File: src/rtl/decode_decompress_if.sv
// Stream-in / pair-out bus of the coefficient decoder: packed compressed words in,
// decompressed coefficient pairs and run status out.
interface decode_decompress_if;
  logic        set;
  logic        start;
  logic [15:0] din;
  logic        din_valid;
  logic        din_ready;
  logic [6:0]  addr_out;
  logic [15:0] dout_a;
  logic [15:0] dout_b;
  logic        dout_valid;
  logic [3:0]  status;

  modport master (
    output set, start, din, din_valid,
    input  din_ready, addr_out, dout_a, dout_b, dout_valid, status
  );

  modport slave (
    input  set, start, din, din_valid,
    output din_ready, addr_out, dout_a, dout_b, dout_valid, status
  );
endinterface

File: src/rtl/decode_decompress.sv
// Unpacks an LSB-first stream of DD-bit compressed coefficients and decompresses
// each pair as y = (x*3329 + 2^(DD-1)) >> DD through a three-register pipeline.
module decode_decompress #(
  parameter int DD = 4
) (
  input logic                 clk,
  input logic                 reset,
  decode_decompress_if.slave  bus
);
  localparam int PW     = 2 * DD;
  localparam int BW     = 2 * DD + 15;
  localparam int NWORDS = 16 * DD;
  localparam int MW     = DD + 13;

  typedef enum logic [1:0] {IDLE, RUN, FLUSH, DONE} state_t;

  state_t          state_reg, state_next;
  logic [BW-1:0]   bitbuf_reg, bitbuf_next, bitbuf_shift;
  logic [5:0]      count_reg, count_next, count_after;
  logic [7:0]      word_cnt_reg;
  logic [6:0]      pair_cnt_reg;
  logic [PW-1:0]   s1_data_reg;
  logic            s1_valid_reg;
  logic [1:0][15:0] s2_data_reg;
  logic            s2_valid_reg;
  logic [15:0]     dout_a_reg, dout_b_reg;
  logic            dout_valid_reg;
  logic [6:0]      addr_out_reg;
  logic            extract, accept, ready, clear;
  logic [15:0]     y [2];

  // Extraction frees space first, so the incoming word lands right after the
  // bits that survive the shift.
  always_comb begin
    extract      = (count_reg >= 6'(PW));
    count_after  = extract ? (count_reg - 6'(PW)) : count_reg;
    bitbuf_shift = extract ? (bitbuf_reg >> PW) : bitbuf_reg;
    ready        = (state_reg == RUN) && (count_after <= 6'(PW - 1)) &&
                   (word_cnt_reg < 8'(NWORDS));
    accept       = bus.set && bus.din_valid && ready;
    bitbuf_next  = bitbuf_shift;
    count_next   = count_after;
    if (accept) begin
      bitbuf_next = bitbuf_shift | (BW'(bus.din) << count_after);
      count_next  = count_after + 6'd16;
    end
  end

  always_comb begin
    state_next = state_reg;
    clear      = 1'b0;
    case (state_reg)
      IDLE: begin
        if (bus.start) begin
          state_next = RUN;
          clear      = 1'b1;
        end
      end
      RUN: begin
        if (accept && (word_cnt_reg == 8'(NWORDS - 1))) state_next = FLUSH;
      end
      FLUSH: begin
        if (dout_valid_reg && (addr_out_reg == 7'd127)) state_next = DONE;
      end
      DONE: begin
        if (!bus.start) state_next = IDLE;
      end
      default: state_next = IDLE;
    endcase
  end

  always_ff @(posedge clk or posedge reset) begin
    if (reset) begin
      state_reg <= IDLE;
    end else if (bus.set) begin
      state_reg <= state_next;
    end
  end

  // Product kept at DD+13 bits so the rounding add can never wrap.
  for (genvar gi = 0; gi < 2; gi++) begin : g_lane
    logic [DD-1:0] x;
    logic [MW-1:0] prod;
    assign x    = s1_data_reg[gi*DD +: DD];
    assign prod = MW'(x) * MW'(3329) + MW'(1 << (DD - 1));
    assign y[gi] = 16'(prod >> DD);
  end

  always_ff @(posedge clk or posedge reset) begin
    if (reset) begin
      bitbuf_reg     <= '0;
      count_reg      <= '0;
      word_cnt_reg   <= '0;
      pair_cnt_reg   <= '0;
      s1_data_reg    <= '0;
      s1_valid_reg   <= 1'b0;
      s2_data_reg    <= '0;
      s2_valid_reg   <= 1'b0;
      dout_a_reg     <= '0;
      dout_b_reg     <= '0;
      dout_valid_reg <= 1'b0;
      addr_out_reg   <= '0;
    end else if (bus.set) begin
      if (clear) begin
        bitbuf_reg     <= '0;
        count_reg      <= '0;
        word_cnt_reg   <= '0;
        pair_cnt_reg   <= '0;
        s1_valid_reg   <= 1'b0;
        s2_valid_reg   <= 1'b0;
        dout_valid_reg <= 1'b0;
        addr_out_reg   <= '0;
      end else begin
        bitbuf_reg <= bitbuf_next;
        count_reg  <= count_next;
        if (accept) word_cnt_reg <= word_cnt_reg + 8'd1;

        s1_valid_reg <= extract;
        if (extract) s1_data_reg <= bitbuf_reg[PW-1:0];

        s2_valid_reg <= s1_valid_reg;
        if (s1_valid_reg) s2_data_reg <= {y[1], y[0]};

        dout_valid_reg <= s2_valid_reg;
        if (s2_valid_reg) begin
          dout_a_reg   <= s2_data_reg[0];
          dout_b_reg   <= s2_data_reg[1];
          addr_out_reg <= pair_cnt_reg;
          pair_cnt_reg <= pair_cnt_reg + 7'd1;
        end
      end
    end
  end

  always_comb begin
    bus.status = 4'd0;
    case (state_reg)
      RUN, FLUSH: bus.status = 4'd1;
      DONE:       bus.status = 4'd5;
      default:    bus.status = 4'd0;
    endcase
  end

  assign bus.din_ready  = ready;
  assign bus.dout_a     = dout_a_reg;
  assign bus.dout_b     = dout_b_reg;
  assign bus.dout_valid = dout_valid_reg;
  assign bus.addr_out   = addr_out_reg;
endmodule

File: src/flat_wrapper.sv
// flat-port wrapper written by rule: the top's interface ports become plain ports
module decode_decompress_flat 
#(
  parameter int DD = 4
)
  (clk, reset, bus_set, bus_start, bus_din, bus_din_valid, bus_din_ready, bus_addr_out, bus_dout_a, bus_dout_b, bus_dout_valid, bus_status);
  decode_decompress_if bus_i ();
  input logic clk;
  input logic reset;
  input wire logic [$bits(bus_i.set)-1:0] bus_set;
  input wire logic [$bits(bus_i.start)-1:0] bus_start;
  input wire logic [$bits(bus_i.din)-1:0] bus_din;
  input wire logic [$bits(bus_i.din_valid)-1:0] bus_din_valid;
  output wire logic [$bits(bus_i.din_ready)-1:0] bus_din_ready;
  output wire logic [$bits(bus_i.addr_out)-1:0] bus_addr_out;
  output wire logic [$bits(bus_i.dout_a)-1:0] bus_dout_a;
  output wire logic [$bits(bus_i.dout_b)-1:0] bus_dout_b;
  output wire logic [$bits(bus_i.dout_valid)-1:0] bus_dout_valid;
  output wire logic [$bits(bus_i.status)-1:0] bus_status;
  assign bus_i.set = bus_set;
  assign bus_i.start = bus_start;
  assign bus_i.din = bus_din;
  assign bus_i.din_valid = bus_din_valid;
  assign bus_din_ready = bus_i.din_ready;
  assign bus_addr_out = bus_i.addr_out;
  assign bus_dout_a = bus_i.dout_a;
  assign bus_dout_b = bus_i.dout_b;
  assign bus_dout_valid = bus_i.dout_valid;
  assign bus_status = bus_i.status;
  decode_decompress #(.DD(DD)) u_core (.clk(clk), .reset(reset), .bus(bus_i));
endmodule
File: config.mk
export PLATFORM = sky130hd
export DESIGN_NAME = decode_decompress_flat
export DESIGN_NICKNAME = d
export VERILOG_FILES = /design/src/rtl/decode_decompress_if.sv /design/src/rtl/decode_decompress.sv /design/src/flat_wrapper.sv
export SDC_FILE = /design/constraint.sdc
export NUM_CORES = 1
export LEC_CHECK = 0
export CAP_MARGIN = 30
export CORE_MARGIN = 4
export CORE_UTILIZATION = 50
export DETAILED_ROUTE_END_ITERATION = 7
export HOLD_SLACK_MARGIN = 0.02
export PLACE_DENSITY = 0.76
export SLEW_MARGIN = 20
export SYNTH_ARGS = -nofsm -noshare
export SYNTH_HDL_FRONTEND = slang
export SYNTH_SLANG_ARGS = --single-unit
File: constraint.sdc
create_clock -name clk -period 3.8 [get_ports clk]
set_input_delay 1.14 -clock clk [delete_from_list [all_inputs] [get_ports clk]]
set_output_delay 1.14 -clock clk [all_outputs]
set_load 0.02 [all_outputs]
======== Yosys cells after proc, flatten, opt, wreduce, memory -nomap -nowiden ========
Index checks and enable logic that the tools add are counted.
operators by class
  shift-type cells ........................ 1
  multiply operators ...................... 2
  $add $sub $neg .......................... 6
  equal/unequal tests ..................... 9
  mux-type cells .......................... 23
  reductions and logical operators ........ 16
  magnitude comparators ................... 3
  bitwise gates (word level) .............. 2
operators by type and width
  kind                                                  count
  2-to-1 mux 23 bit                                     3
  adder 16 x 4 -> 17 bit (second input constant)        2
  multiplier 4 x 12 -> 16 bit (second input constant)   2
  2-to-1 mux 7 bit                                      4
  bitwise OR 23 bit                                     1
  << shifter 16 x 6 -> 23 bit                           1
  2-to-1 mux 6 bit                                      3
  2-to-1 mux 8 bit                                      2
  AND reduction 3 bit                                   3
  adder 8 x 1 -> 8 bit (second input constant)          1
  equality test 8 x 6 -> 1 bit (second input constant)  1
  < comparator 8 x 7 -> 1 bit (second input constant)   1
  2-to-1 mux 2 bit                                      4
  one-hot mux 2 bit (4 select lines)                    1
  adder 7 x 1 -> 7 bit (second input constant)          1
  equality test 7 bit (second input constant)           1
  adder 6 x 5 -> 6 bit (second input constant)          1
  >= comparator 6 x 4 -> 1 bit (second input constant)  1
  <= comparator 6 x 3 -> 1 bit (second input constant)  1
  logical AND 1 bit                                     6
  != test 2 bit (second input constant)                 3
  one-hot mux 3 bit (2 select lines)                    1
  subtractor 6 x 4 -> 6 bit (second input constant)     1
  2-to-1 mux 1 bit                                      5
  9 further kinds                                       12
word-level totals
  output and inout bits ................... 45
  logic and storage cells ................. 76
  input port bits ......................... 21
  flip-flop bits (word level) ............. 116

======== Longest topological paths before layout ========
  word-level depth ........................ 9
  gate-level depth with buffers ........... 11
  mapped depth without buffers ............ 10

======== Worst setup path before layout ========
OpenSTA, ideal clock, no wires.
  path kind ............................... register -> output
  start point ............................. register u_core.count_reg[3]
  end point ............................... output bus_din_ready
  cell stages (with the launch flop) ...... 8
  path slack .............................. 1.071 ns
  path buffers ............................ 0
  arrival time ............................ 1.589 ns
  data required time ...................... 2.660 ns
  cells stage by stage .................... dfrtp_1 > inv_1 > ha_1 > nand2_1 > mux2_2 > ha_1 > nor4bb_1 > and2_2
on the way
  cells in the longest elaborated chain, start to end .. 5
  elaborated cells between the ends (all ways) .. 6
  classes of those cells .................. 1 x add/sub; 2 x order compare; 1 x mux; 2 x reduce/logical
ends and longest elaborated chain
  item                                                                              line                                              text
  start: declaration                                                                decode_decompress.sv:19                           logic [5:0] count_reg, count_next, count_after;
  start signal: assignment                                                          decode_decompress.sv:115                          count_reg <= count_next;
  subtractor 6 x 4 -> 6 bit / >= comparator 6 x 4 -> 1 bit (equally long branches)  decode_decompress.sv:36, decode_decompress.sv:35
  2-to-1 mux 6 bit (*)                                                              decode_decompress.sv:36                           count_after = extract ? (count_reg - 6'(PW)) : count_reg;
  <= comparator 6 x 3 -> 1 bit (*)                                                  decode_decompress.sv:38                           ready = (state_reg == RUN) && (count_after <= 6'(PW - 1)) &&
  logical AND 1 bit (*) (2 in a row)                                                decode_decompress.sv:38
  end: declaration                                                                  flat_wrapper.sv:14                                output wire logic [$bits(bus_i.din_ready)-1:0] bus_din_ready;
Mark *: on every way between the ends. The rest lies on a longest branch, timed or not.

======== Worst setup path in the final report ========
Same ends and word-level chain as after synthesis.

==> results by group <==
GRT
  – Largest net degree at the start of global routing: between 50 and 60
  – Antenna violations before repair: 0
  – First-pass GRT wire length: 16650 um
  – Total track usage: 17.63%
  – Vias in the first global route: 3488
  – Overflow after GRT: 0

STA
  – Final Max Slew Viols: 0
  – Final hold vios: 0
  – Final min period: 3551 ps
  – Setup violators final: 0
  – Fmax: 0.2816 GHz
  – Slew margin rel.: 49.97%
  – Fin Clk Skew: 10.32 ps
  – Setup TNS: 0 ps
  – Slew @ Worst Pin: 748.7 ps
  – Final period util: between 90 and 100%
  – RSZ-0062 raised after global routing: false

Outcome
  – Outcome: finished clean

Synth
  – Sequential area share after synthesis: 50.41%
  – Synth unique cells: 47
  – Dominant cell type by area after synthesis: dfrtp_1
  – Ys Warns: 0
  – Primary FF master, synth: dfrtp_1
  – Post-synthesis sequential element count: 101
  – Async SR Flop Fraction: 100.0%
  – Number of synthesized flops with an enable pin: 0
  – Syn avg cell area: 10.99 sq um
  – Yosys top cell area share: about half
  – Synth Instances: ~460
  – Synth top area cells: dfrtp_1 50%, ha_1 10%, nand2_1 6.7%
  – Mapped cell area: between 0.005 and 0.006 sq mm

Clocking
  – CTS tree: done
  – Clk slew on worst S/H paths: around 90 ps
  – Hold-fix buffers, CTS: 0
  – H-tree depth: 3
  – Clock Tree Root: clkbuf_8
  – CTS max path bufs: 2
  – Worst skew pair latency: 360 ps
  – CTS Sinks: 101
  – Cts bufs inserted: 9

Die
  – Die H: approximately 110 um
  – Initial core utilization: 51.29%
  – Area of the core: ~0.0098 sq mm
  – Die area: ~0.012 sq mm
  – Die Width: 108.1 um
  – Io pins: 66
  – # rows: 36

Placed design
  – Port bufs: 51
  – DP Wirelength: 7013 um
  – Post-DP Area: around 0.0056 sq mm
  – GPL Wtd Cong: 0.8547

Power and ir drop
  – Leakage power: ~0.0031 uW
  – P per Cell Area: 446.5 mW/mm^2
  – Max IR drop VDD: 341.5 uV

Finish
  – Footprint of the multi-input gates: 0.002312 sq mm
  – Nets: 573
  – Register area: around 0.0025 sq mm
  – Share of cells above drive strength 1: 11.28%
  – Filler cells: 803
  – Diodes inserted: 0
  – Design Area, Final: 0.005839 sq mm
  – Max reg flops: 23
  – Synth-to-Final Area Change: 16.47%

Run
  – Max Cap Viol: 0

Worst setup path
  – Worst setup SP type: register
  – CP endpoint kind: output pin
  – Crit Path Max Fanout: 6
  – WP data required: 2660 ps
  – Largest stage delay, worst path: 430 ps
  – Top delay family on crit path: simple AND/OR/NAND/NOR gates
  – Arr. time, crit path: 2410 ps
  – Most frequent CP cell: ha_1
  – Crit path cell chain: inv_1 -> ha_1 -> nand2b_1 -> ha_1 -> nor4bb_1 -> and2_2 -> dlygate4sd2_1
  – Worst Path Buf+Inv: 2
  – Crit-path slowest cell: dfrtp_1
  – Setup CP Type: reg -> out

Detailed routing
  – Post-DRT Antenna Nets: 0
  – Met2 WL: 4825 um
  – DR WL/cell: ~15 um
  – DR top layer: met4
  – Met1 wire length: 4438 um
  – DR DRC count: 0
  – Vias/cell: 5.396
  – DRT iter0 DRCs: roughly 120
  – Vias: about 3500
  – Final WL: 9682 um
  – Detailed Routing Iterations Pass 1: 4
  – DR WL met3: 306 um

Min path
  – Hold Path Class: reg -> reg
[layout by cell type (no fill, tap or decap), drive strengths merged, types with 9 or more instances in the layout]
| cell | instances |
|---|---|
| dfrtp | 101 |
| inv | 13 |
| clkbuf | 10 |
| nor2 | 13 |
| conb | 14 |
| clkdlybuf4s50 | 50 |
| mux2 | 22 |
| o21ai | 27 |
| a21o | 24 |
| nand2 | 92 |
| ha | 41 |
| a22o | 24 |
| nand3 | 9 |
[area by class of cell]
class / instances / area share, %
Sequential cell: 101 / 43.28
Multi-Input combinational cell: 327 / 39.60
Timing Repair Buffer: 57 / 9.706
Tap cell: 133 / 2.850
Clock buffer: 10 / 2.186
Clock inverter: 6 / 1.500
Inverter: 13 / 0.8785
[worst register-to-register path, stage by stage, from the launching register on]
cell and delay, ps:
dfrtp_1 430, inv_1 120, ha_1 350, nand2b_1 160
ha_1 160, nor4bb_1 320, and3_1 440, nand3_2 150
a21oi_2 230, mux2_4 320
[metrics by stage]
step / hold WS [ps] / setup WS (ps) / instances / utilization [%] / total power, uW
floorplan: 433.1 / 12.87 / 469 / - / 1697
global placement: 446.6 / 467.9 / 631 / 57.55 / 1854
global route: 506.3 / 69.93 / 647 / 59.74 / 2743
detailed placement: 450.5 / 370.4 / 631 / 57.55 / 1890
CTS: 472.8 / 239.3 / 647 / 59.74 / 2624
finish: 472.2 / 249.1 / 647 / 59.74 / 2607
[routing by layer]
| metal | GRT usage, % | vias up |
|---|---|---|
| li1 | - | 1683 |
| met5 | 0 | - |
| met1 | 24.30 | 1738 |
| met2 | 28.82 | 58 |
| met4 | 5.500 | 0 |
| met3 | 2.806 | 12 |
[final timing paths]
kind                                                          from                            endpoint  slack [ps]  depth (start not counted)
worst max-delay path               u_core.count_reg[3]$_DFFE_PP0P_                       bus_din_ready         250                          7
worst min-delay path            u_core.s2_data_reg[27]$_DFFE_PP0P_   u_core.bus.dout_b[11]$_DFFE_PP0P_         470                          2
worst max register to register     u_core.count_reg[3]$_DFFE_PP0P_     u_core.state_reg[1]$_DFFE_PP0P_        1010                          9
worst min register to register  u_core.s2_data_reg[27]$_DFFE_PP0P_   u_core.bus.dout_b[11]$_DFFE_PP0P_         470                          2
max in group asynchronous                                    reset   u_core.s1_data_reg[0]$_DFFE_PP0P_        1920                          3
min in group asynchronous                                    reset  u_core.bus.addr_out[6]$_DFFE_PP0P_        1210                          2
[what timing repair did]
action / CTS / global route
gates resized for setup: 1 / 0
endpoints found under the setup margin: 1 / 0
setup buffers: 0 / 0
[cell families (layout without fill, tap and decap cells)]
family,Yosys count,count (layout),share of synthesized area [%]
AOI/OAI and AO/OA,99,99,14.23
buffers and inverters,41,86,4.492
other,1,14,0.07480
and+or+nand+nor,137,137,12.60
DFF,101,101,50.41
muxes,24,24,5.416
adders and majority gates,43,43,11.03
xor gates and xnor gates,10,10,1.747
[synth_stat cells, types with 6 or more instances]
cell type  count
ha_1          41
and3_1         6
inv_1         13
o21ai_0       26
xor2_1         7
nor2_1        13
nand2_1       89
clkbuf_1       6
nand3_1        8
a21o_1        23
dfrtp_1      101
a22oi_1        8
buf_4         15
buf_2          6
a22o_1        24
mux2_2        21
[report_power, final]
| part | switching, uW | internal [uW] |
|---|---|---|
| clock | 363 | 370 |
| sequential | 78.4 | 1140 |
| combinational | 399 | 257 |
Note: power is estimated with default switching activity, not from simulation.
